<file path="src/rtl/cv32e40p_obi_instr_responder.sv">
// OBI instruction-fetch responder: grants address phases, reads a synchronous
// word-addressed SRAM and returns in-order rvalid/rdata/err responses with a
// bounded number of outstanding transactions, optional response back-pressure
// and optional LFSR-driven grant stalls.

// Protocol checker: the response queue must never be written while full.
module cv32e40p_obi_instr_responder_chk (
  input logic clk,
  input logic rst,
  input logic push,
  input logic full
);
  no_push_when_full_a : assert property (@(posedge clk) disable iff (rst) !(push && full));
endmodule

module cv32e40p_obi_instr_responder #(
  parameter int unsigned MEM_WORDS       = 1024,
  parameter int unsigned MAX_OUTSTANDING = 2,
  parameter bit          GNT_STALL_EN    = 1'b0,
  parameter logic [15:0] LFSR_SEED       = 16'hACE1,
  localparam int unsigned AW             = $clog2(MEM_WORDS)
) (
  input  logic          clk,
  input  logic          rst,
  input  logic          obi_req_i,
  output logic          obi_gnt_o,
  input  logic [31:0]   obi_addr_i,
  output logic          obi_rvalid_o,
  output logic [31:0]   obi_rdata_o,
  output logic          obi_err_o,
  input  logic          resp_stall_i,
  output logic          mem_req_o,
  output logic [AW-1:0] mem_addr_o,
  input  logic [31:0]   mem_rdata_i
);

  localparam int unsigned CW = $clog2(MAX_OUTSTANDING + 1);
  localparam int unsigned PW = (MAX_OUTSTANDING > 1) ? $clog2(MAX_OUTSTANDING) : 1;
  localparam logic [CW-1:0] MAX_CNT  = CW'(MAX_OUTSTANDING);
  localparam logic [PW-1:0] LAST_PTR = PW'(MAX_OUTSTANDING - 1);

  // Fibonacci LFSR step, taps 16,14,13,11.
  function automatic logic [15:0] lfsr_next(input logic [15:0] v);
    return {v[14:0], v[15] ^ v[13] ^ v[12] ^ v[10]};
  endfunction

  // Circular pointer increment that wraps at the queue depth.
  function automatic logic [PW-1:0] ptr_next(input logic [PW-1:0] p);
    return (p == LAST_PTR) ? {PW{1'b0}} : p + PW'(1);
  endfunction

  logic [15:0]   lfsr_r;
  logic [CW-1:0] cnt_r;
  logic          pend_valid_r;
  logic          pend_err_r;
  logic [32:0]   q_mem_r [MAX_OUTSTANDING];
  logic [PW-1:0] wr_ptr_r;
  logic [PW-1:0] rd_ptr_r;
  logic [CW-1:0] q_cnt_r;

  logic [29:0]   word_s;
  logic          in_range_s;
  logic          stall_s;
  logic          gnt_s;
  logic          hs_s;
  logic          q_empty_s;
  logic          q_full_s;
  logic [31:0]   res_data_s;
  logic          fall_s;
  logic          pop_s;
  logic          push_s;
  logic          rvalid_s;
  logic [32:0]   head_s;
  logic          unused_s;

  assign word_s     = obi_addr_i[31:2];
  assign unused_s   = ^obi_addr_i[1:0];
  assign in_range_s = (word_s < 30'(MEM_WORDS));
  assign stall_s    = GNT_STALL_EN && (lfsr_r[1:0] == 2'b00);
  // No same-cycle slot reuse: the grant looks only at the registered count.
  assign gnt_s      = !rst && obi_req_i && (cnt_r < MAX_CNT) && !stall_s;
  assign hs_s       = obi_req_i && gnt_s;

  assign q_empty_s  = (q_cnt_r == {CW{1'b0}});
  assign q_full_s   = (q_cnt_r == MAX_CNT);
  assign res_data_s = pend_err_r ? 32'h0000_0000 : mem_rdata_i;
  assign fall_s     = pend_valid_r && q_empty_s && !resp_stall_i;
  assign pop_s      = !q_empty_s && !resp_stall_i;
  assign push_s     = pend_valid_r && !fall_s;
  assign rvalid_s   = !rst && (pop_s || fall_s);
  assign head_s     = q_mem_r[rd_ptr_r];

  assign obi_gnt_o  = gnt_s;
  assign mem_req_o  = hs_s && in_range_s;
  assign mem_addr_o = word_s[AW-1:0];

  // Response mux: queue head first, otherwise the fall-through entry; zero when idle.
  always_comb begin
    obi_rvalid_o = rvalid_s;
    obi_rdata_o  = 32'h0000_0000;
    obi_err_o    = 1'b0;
    if (rvalid_s) begin
      if (!q_empty_s) begin
        obi_err_o   = head_s[32];
        obi_rdata_o = head_s[31:0];
      end else begin
        obi_err_o   = pend_err_r;
        obi_rdata_o = res_data_s;
      end
    end else begin
      obi_rdata_o = 32'h0000_0000;
    end
  end

  // Control state: LFSR, outstanding count, pending entry, queue pointers.
  always_ff @(posedge clk) begin
    if (rst) begin
      lfsr_r       <= LFSR_SEED;
      cnt_r        <= {CW{1'b0}};
      pend_valid_r <= 1'b0;
      pend_err_r   <= 1'b0;
      wr_ptr_r     <= {PW{1'b0}};
      rd_ptr_r     <= {PW{1'b0}};
      q_cnt_r      <= {CW{1'b0}};
    end else begin
      lfsr_r       <= lfsr_next(lfsr_r);
      pend_valid_r <= hs_s;
      pend_err_r   <= hs_s && !in_range_s;
      case ({hs_s, rvalid_s})
        2'b10:   cnt_r <= cnt_r + CW'(1);
        2'b01:   cnt_r <= cnt_r - CW'(1);
        default: cnt_r <= cnt_r;
      endcase
      if (push_s) begin
        wr_ptr_r <= ptr_next(wr_ptr_r);
      end
      if (pop_s) begin
        rd_ptr_r <= ptr_next(rd_ptr_r);
      end
      case ({push_s, pop_s})
        2'b10:   q_cnt_r <= q_cnt_r + CW'(1);
        2'b01:   q_cnt_r <= q_cnt_r - CW'(1);
        default: q_cnt_r <= q_cnt_r;
      endcase
    end
  end

  // Queue storage: resolved entries are written at the tail.
  always_ff @(posedge clk) begin
    if (!rst && push_s) begin
      q_mem_r[wr_ptr_r] <= {pend_err_r, res_data_s};
    end
  end

  cv32e40p_obi_instr_responder_chk u_chk (
    .clk  (clk),
    .rst  (rst),
    .push (push_s),
    .full (q_full_s)
  );

endmodule

</file>
<file path="config.mk">
export PLATFORM = sky130hd
export DESIGN_NAME = cv32e40p_obi_instr_responder
export DESIGN_NICKNAME = d
export VERILOG_FILES = /design/src/rtl/cv32e40p_obi_instr_responder.sv
export SDC_FILE = /design/constraint.sdc
export NUM_CORES = 1
export LEC_CHECK = 0
export ABC_AREA = 1
export CELL_PAD_IN_SITES_DETAIL_PLACEMENT = 1
export CELL_PAD_IN_SITES_GLOBAL_PLACEMENT = 2
export CORE_MARGIN = 10
export CORE_UTILIZATION = 30
export DETAILED_ROUTE_END_ITERATION = 10
export GPL_TIMING_DRIVEN = 0
export PLACE_DENSITY_LB_ADDON = 0.12
export SLEW_MARGIN = 5
export SYNTH_ARGS = -nofsm -noshare
export SYNTH_HDL_FRONTEND = slang
export SYNTH_HIERARCHICAL = 1
export SYNTH_SLANG_ARGS = --single-unit
</file>
<file path="constraint.sdc">
create_clock -name clk -period 5.2 [get_ports clk]
set_input_delay 1.56 -clock clk [delete_from_list [all_inputs] [get_ports clk]]
set_output_delay 1.56 -clock clk [all_outputs]
set_load 0.005 [all_outputs]
</file>
==> impl_metrics.xml <==
<?xml version="1.0" encoding="UTF-8"?>
<metrics>
  <group name="routing">
    <metric name="firstDrtPassIters" unit="">4</metric>
    <metric name="detail_route.wl_per_cell" unit="µm">15.5</metric>
    <metric name="finalWirelength" unit="mm">10.7</metric>
    <metric name="vias" unit="">3083</metric>
    <metric name="vias_per_cell" unit="">4.46</metric>
    <metric name="route.detailed.drc" unit="">0</metric>
    <metric name="drt.antenna.violating_nets" unit="">0</metric>
    <metric name="detailedRoute.firstIterationViolations" unit="">143</metric>
  </group>
  <group name="pwr">
    <metric name="power.density_cell_area" unit="nW/µm²">301</metric>
    <metric name="p_leak" unit="nW">2.08</metric>
    <metric name="worst_ir_drop_on_vdd" unit="µV">139</metric>
  </group>
  <group name="yosys">
    <metric name="synth.net_count" unit="">470</metric>
    <metric name="muxShareOfSynthArea" unit="">0</metric>
    <metric name="yosys.area_share.xor_xnor" unit="">0.00228</metric>
    <metric name="synth-compound-area-share" unit="">0.152</metric>
    <metric name="syn-instance-count" unit="">400</metric>
    <metric name="async_reset_ff_frac" unit="">0</metric>
    <metric name="top_cell_type_s_share_of_synthesized_area" unit="">0.516</metric>
    <metric name="post_synth_num_cell_types" unit="">26</metric>
    <metric name="adder_cell_fraction_of_synth_area" unit="">0.00651</metric>
    <metric name="synthMostInstantiatedCell" unit="">sky130_fd_sc_hd__nand2_1</metric>
    <metric name="syn-cell-area" unit="µm²">3840</metric>
    <metric name="synth_top_flop_cell" unit="">sky130_fd_sc_hd__edfxtp_1</metric>
    <metric name="post_synth_main_area_contributors" unit="">sky130_fd_sc_hd__edfxtp_1, sky130_fd_sc_hd__nand2_1, sky130_fd_sc_hd__inv_1</metric>
    <metric name="synth.largest_area_cell" unit="">sky130_fd_sc_hd__edfxtp_1</metric>
    <metric name="synth-seq-cells" unit="">75</metric>
    <metric name="sequential_element_share_of_the_synthesized_area" unit="">0.563</metric>
    <metric name="post_synth_and_or_nand_nor_area_fraction" unit="">0.149</metric>
    <metric name="synth_warnings" unit="">6</metric>
    <metric name="synth_edf_count" unit="">66</metric>
    <metric name="synth_top_family_by_area" unit="">compound AO/OA/AOI/OAI gates</metric>
    <metric name="synth_top_cells_by_count" unit="">sky130_fd_sc_hd__nand2_1, sky130_fd_sc_hd__inv_1, sky130_fd_sc_hd__edfxtp_1</metric>
    <metric name="synth_area_per_cell" unit="µm²">9.60</metric>
  </group>
  <group name="setup_path">
    <metric name="timing.reg2reg.worst_path_depth" unit="">9</metric>
    <metric name="cp_max_fo" unit="">8</metric>
    <metric name="timing.critical_path.max_delay_family" unit="">buffers and inverters</metric>
    <metric name="worstSetupStartpointType" unit="">input port</metric>
    <metric name="slowest_delay" unit="ns">0.52</metric>
    <metric name="timing.critical_path.slowest_stage_cell" unit="">sky130_fd_sc_hd__clkdlybuf4s50_1</metric>
    <metric name="end_kind" unit="">primary output</metric>
    <metric name="worstSetupPathType" unit="">input port to primary output</metric>
    <metric name="origin_of_the_critical_flop_to_flop_path" unit="">q_cnt_r[1]</metric>
    <metric name="timing.critical_path.cells" unit="">clkdlybuf4s50_1 -&gt; inv_1 -&gt; nand2_1 -&gt; nor2_1 -&gt; inv_1 -&gt; nor2_1 -&gt; clkdlybuf4s50_1</metric>
    <metric name="critPathRequiredTime" unit="ns">3.64</metric>
    <metric name="ff2ff_setup_slack" unit="ns">3.28</metric>
    <metric name="worst-path-buf-inv" unit="">4</metric>
    <metric name="worst_ep_arrival_time" unit="ns">3.23</metric>
    <metric name="reg2reg_to" unit="">cnt_r[1]</metric>
  </group>
  <group name="floorplan">
    <metric name="die_width" unit="µm">133</metric>
    <metric name="die-height" unit="µm">133</metric>
    <metric name="die_area" unit="µm²">17700</metric>
    <metric name="row_count" unit="">41</metric>
    <metric name="core" unit="µm²">12600</metric>
    <metric name="effective_utilization_at_floorplan" unit="">0.306</metric>
    <metric name="top_level_ports" unit="">114</metric>
  </group>
  <group name="hold_path">
    <metric name="worstHoldEndpoint" unit="">rd_ptr_r</metric>
    <metric name="hp-class" unit="">flip-flop to flip-flop</metric>
    <metric name="worstHoldPathCells" unit="">1</metric>
    <metric name="hp-start" unit="">rd_ptr_r</metric>
  </group>
  <group name="cells_and_area">
    <metric name="design.final.nets" unit="">584</metric>
    <metric name="post_route_cells_drive_above_1_share" unit="">0.152</metric>
    <metric name="diodes" unit="">0</metric>
    <metric name="multiInputGateArea" unit="µm²">1200</metric>
    <metric name="finished_core_util" unit="">0.429</metric>
    <metric name="seqCellArea" unit="µm²">2160</metric>
    <metric name="syn_to_final_growth" unit="%">40.3</metric>
    <metric name="fillerInstances" unit="">1445</metric>
  </group>
  <group name="clock_tree">
    <metric name="post_cts_hold_buffer_count" unit="">0</metric>
    <metric name="cts_made_buffers" unit="">9</metric>
    <metric name="clock_tree_from_tritoncts" unit="">yes</metric>
    <metric name="clkSinkCount" unit="">75</metric>
    <metric name="clk_latency" unit="ns">0.33</metric>
    <metric name="ctsResizeCount" unit="">0</metric>
    <metric name="ctsRootBufferMaster" unit="">sky130_fd_sc_hd__clkbuf_16</metric>
    <metric name="postCtsSetupRepairBufs" unit="">0</metric>
    <metric name="worst_setup_hold_path_clk_slew" unit="ns">0.05</metric>
    <metric name="cts.htree.levels" unit="">3</metric>
    <metric name="cts-root-to-sink-buffers" unit="">2</metric>
  </group>
  <group name="timing">
    <metric name="final_critical_path_setup_slack" unit="ns">0.411</metric>
    <metric name="skew" unit="ns">0.00455</metric>
    <metric name="hold_viol_final" unit="">0</metric>
    <metric name="number_of_failing_setup_endpoints_in_the_final_timing_report" unit="">0</metric>
    <metric name="layout_min_cycle_time" unit="ns">4.79</metric>
    <metric name="worstMarginPinSlew" unit="ns">0.597</metric>
    <metric name="final_max_slew_viol_count" unit="">0</metric>
    <metric name="max_freq" unit="GHz">0.209</metric>
    <metric name="rsz0062_at_grt" unit="">false</metric>
    <metric name="slew_headroom" unit="">0.601</metric>
    <metric name="final_min_period_over_clock_period" unit="">0.921</metric>
  </group>
  <group name="global_route">
    <metric name="globalRouteTotalUtil" unit="">0.123</metric>
    <metric name="number_of_global_route_vias_before_repair" unit="">3394</metric>
    <metric name="antenna_violations_before_repair" unit="">0</metric>
    <metric name="first_pass_grt_wire_length" unit="mm">17.7</metric>
    <metric name="globalRoute.totalOverflow" unit="">0</metric>
    <metric name="grt_start_max_net_pins" unit="">19</metric>
  </group>
  <group name="place">
    <metric name="place_worst_setup_slack" unit="ns">0.356</metric>
    <metric name="port-buffer-count" unit="">101</metric>
    <metric name="total_half_perimeter_wirelength_after_legalization_and_detailed_placement" unit="mm">8.02</metric>
    <metric name="routabilityCongestion" unit="">0.716</metric>
  </group>
  <group name="outcome">
    <metric name="status" unit="">complete, no violations</metric>
  </group>
  <group name="flow_run">
    <metric name="max-cap-violations" unit="">0</metric>
  </group>
</metrics>
-- cells by family (layout without fill, tap and decap cells) --
family | count (synthesis) | count (layout)
AOI/OAI and AO/OA | 75 | 75
xor gates and xnor gates | 1 | 1
adders and majority gates | 2 | 2
buffers and inverters | 104 | 223
DFF | 75 | 75
and+or+nand+nor | 143 | 143
-- state kept, by name (all words and copies together), names as in the netlist, named ones only --
| signal | flops |
|---|---|
| q_mem_r | 66 |
| cnt_r | 2 |
| q_cnt_r | 2 |
| pend_err_r | 1 |
| pend_valid_r | 1 |
| rd_ptr_r | 1 |
| wr_ptr_r | 1 |
-- cell type report --
| class | count | area share |
|---|---|---|
| clock inverters | 5 | 0.00371 |
| repair buffers | 103 | 0.198 |
| inverters | 74 | 0.0515 |
| flip-flops and latches | 75 | 0.401 |
| well taps | 172 | 0.0399 |
| clock buffers | 11 | 0.0432 |
| plain buffers | 30 | 0.0392 |
| multi-input cells | 221 | 0.224 |
-- placed cells by master, fill, tap and decap left out, drive strengths merged --
| cell type | Yosys | routed |
|---|---|---|
| inv | 74 | 74 |
| edfxtp | 66 | 66 |
| dfxtp | 9 | 9 |
| clkinv | 0 | 5 |
| ha | 2 | 2 |
| nand2 | 80 | 80 |
| and2 | 1 | 1 |
| buf | 27 | 29 |
| o21ai | 4 | 4 |
| nor2 | 55 | 55 |
| or2 | 2 | 2 |
| clkdlybuf4s50 | 0 | 101 |
| nand4 | 2 | 2 |
| a21oi | 36 | 36 |
| clkbuf | 3 | 14 |
| a31oi | 2 | 2 |
| nand3 | 3 | 3 |
| xor2 | 1 | 1 |
| o211ai | 33 | 33 |
-- worst max path at each step --
stage / from / to / slack (ns) / cells after the start
after floorplan: rst / mem_req_o / 1.50 / 5
after global placement: rst / q_mem_r[0][14] / -0.09 / 4
after detailed placement: rst / mem_req_o / 0.36 / 7
after CTS: rst / mem_req_o / 0.34 / 7
after global routing: rst / mem_req_o / 0.19 / 7
final: rst / mem_req_o / 0.41 / 7
-- power breakdown --
part / internal, mW / switching (mW) / total [mW] / leakage (nW)
Combinational: 0.171 / 0.224 / 0.395 / 1.28
Sequential: 0.682 / 0.0132 / 0.695 / 0.676
Clock: 0.315 / 0.216 / 0.531 / 0.123
Total: 1.17 / 0.453 / 1.62 / 2.08
-- layer usage --
metal | vias to the layer above | share of wire | GRT usage
li1 | 1520 | - | -
met1 | 1472 | 0.43 | 0.141
met2 | 81 | 0.51 | 0.219
met3 | 10 | 0.056 | 0.0395
met4 | 0 | 0.0093 | 0.0290
met5 | - | 0 | 0
-- per-stage QoR --
step	std cells	setup TNS (ns)	cell area, µm²	total power, mW	hold WS, ns
6_report	691	0	5390	1.62	0.460
5_1_grt	691	0	5390	1.71	0.470
4_1_cts	691	0	5390	1.65	0.460
3_5_place_dp	675	0	5140	1.11	0.453
3_3_place_gp	673	-5.26	5070	1.10	0.437
2_1_floorplan	400	0	3840	0.943	0.424
No activity file was read; power rests on OpenSTA's default activity.
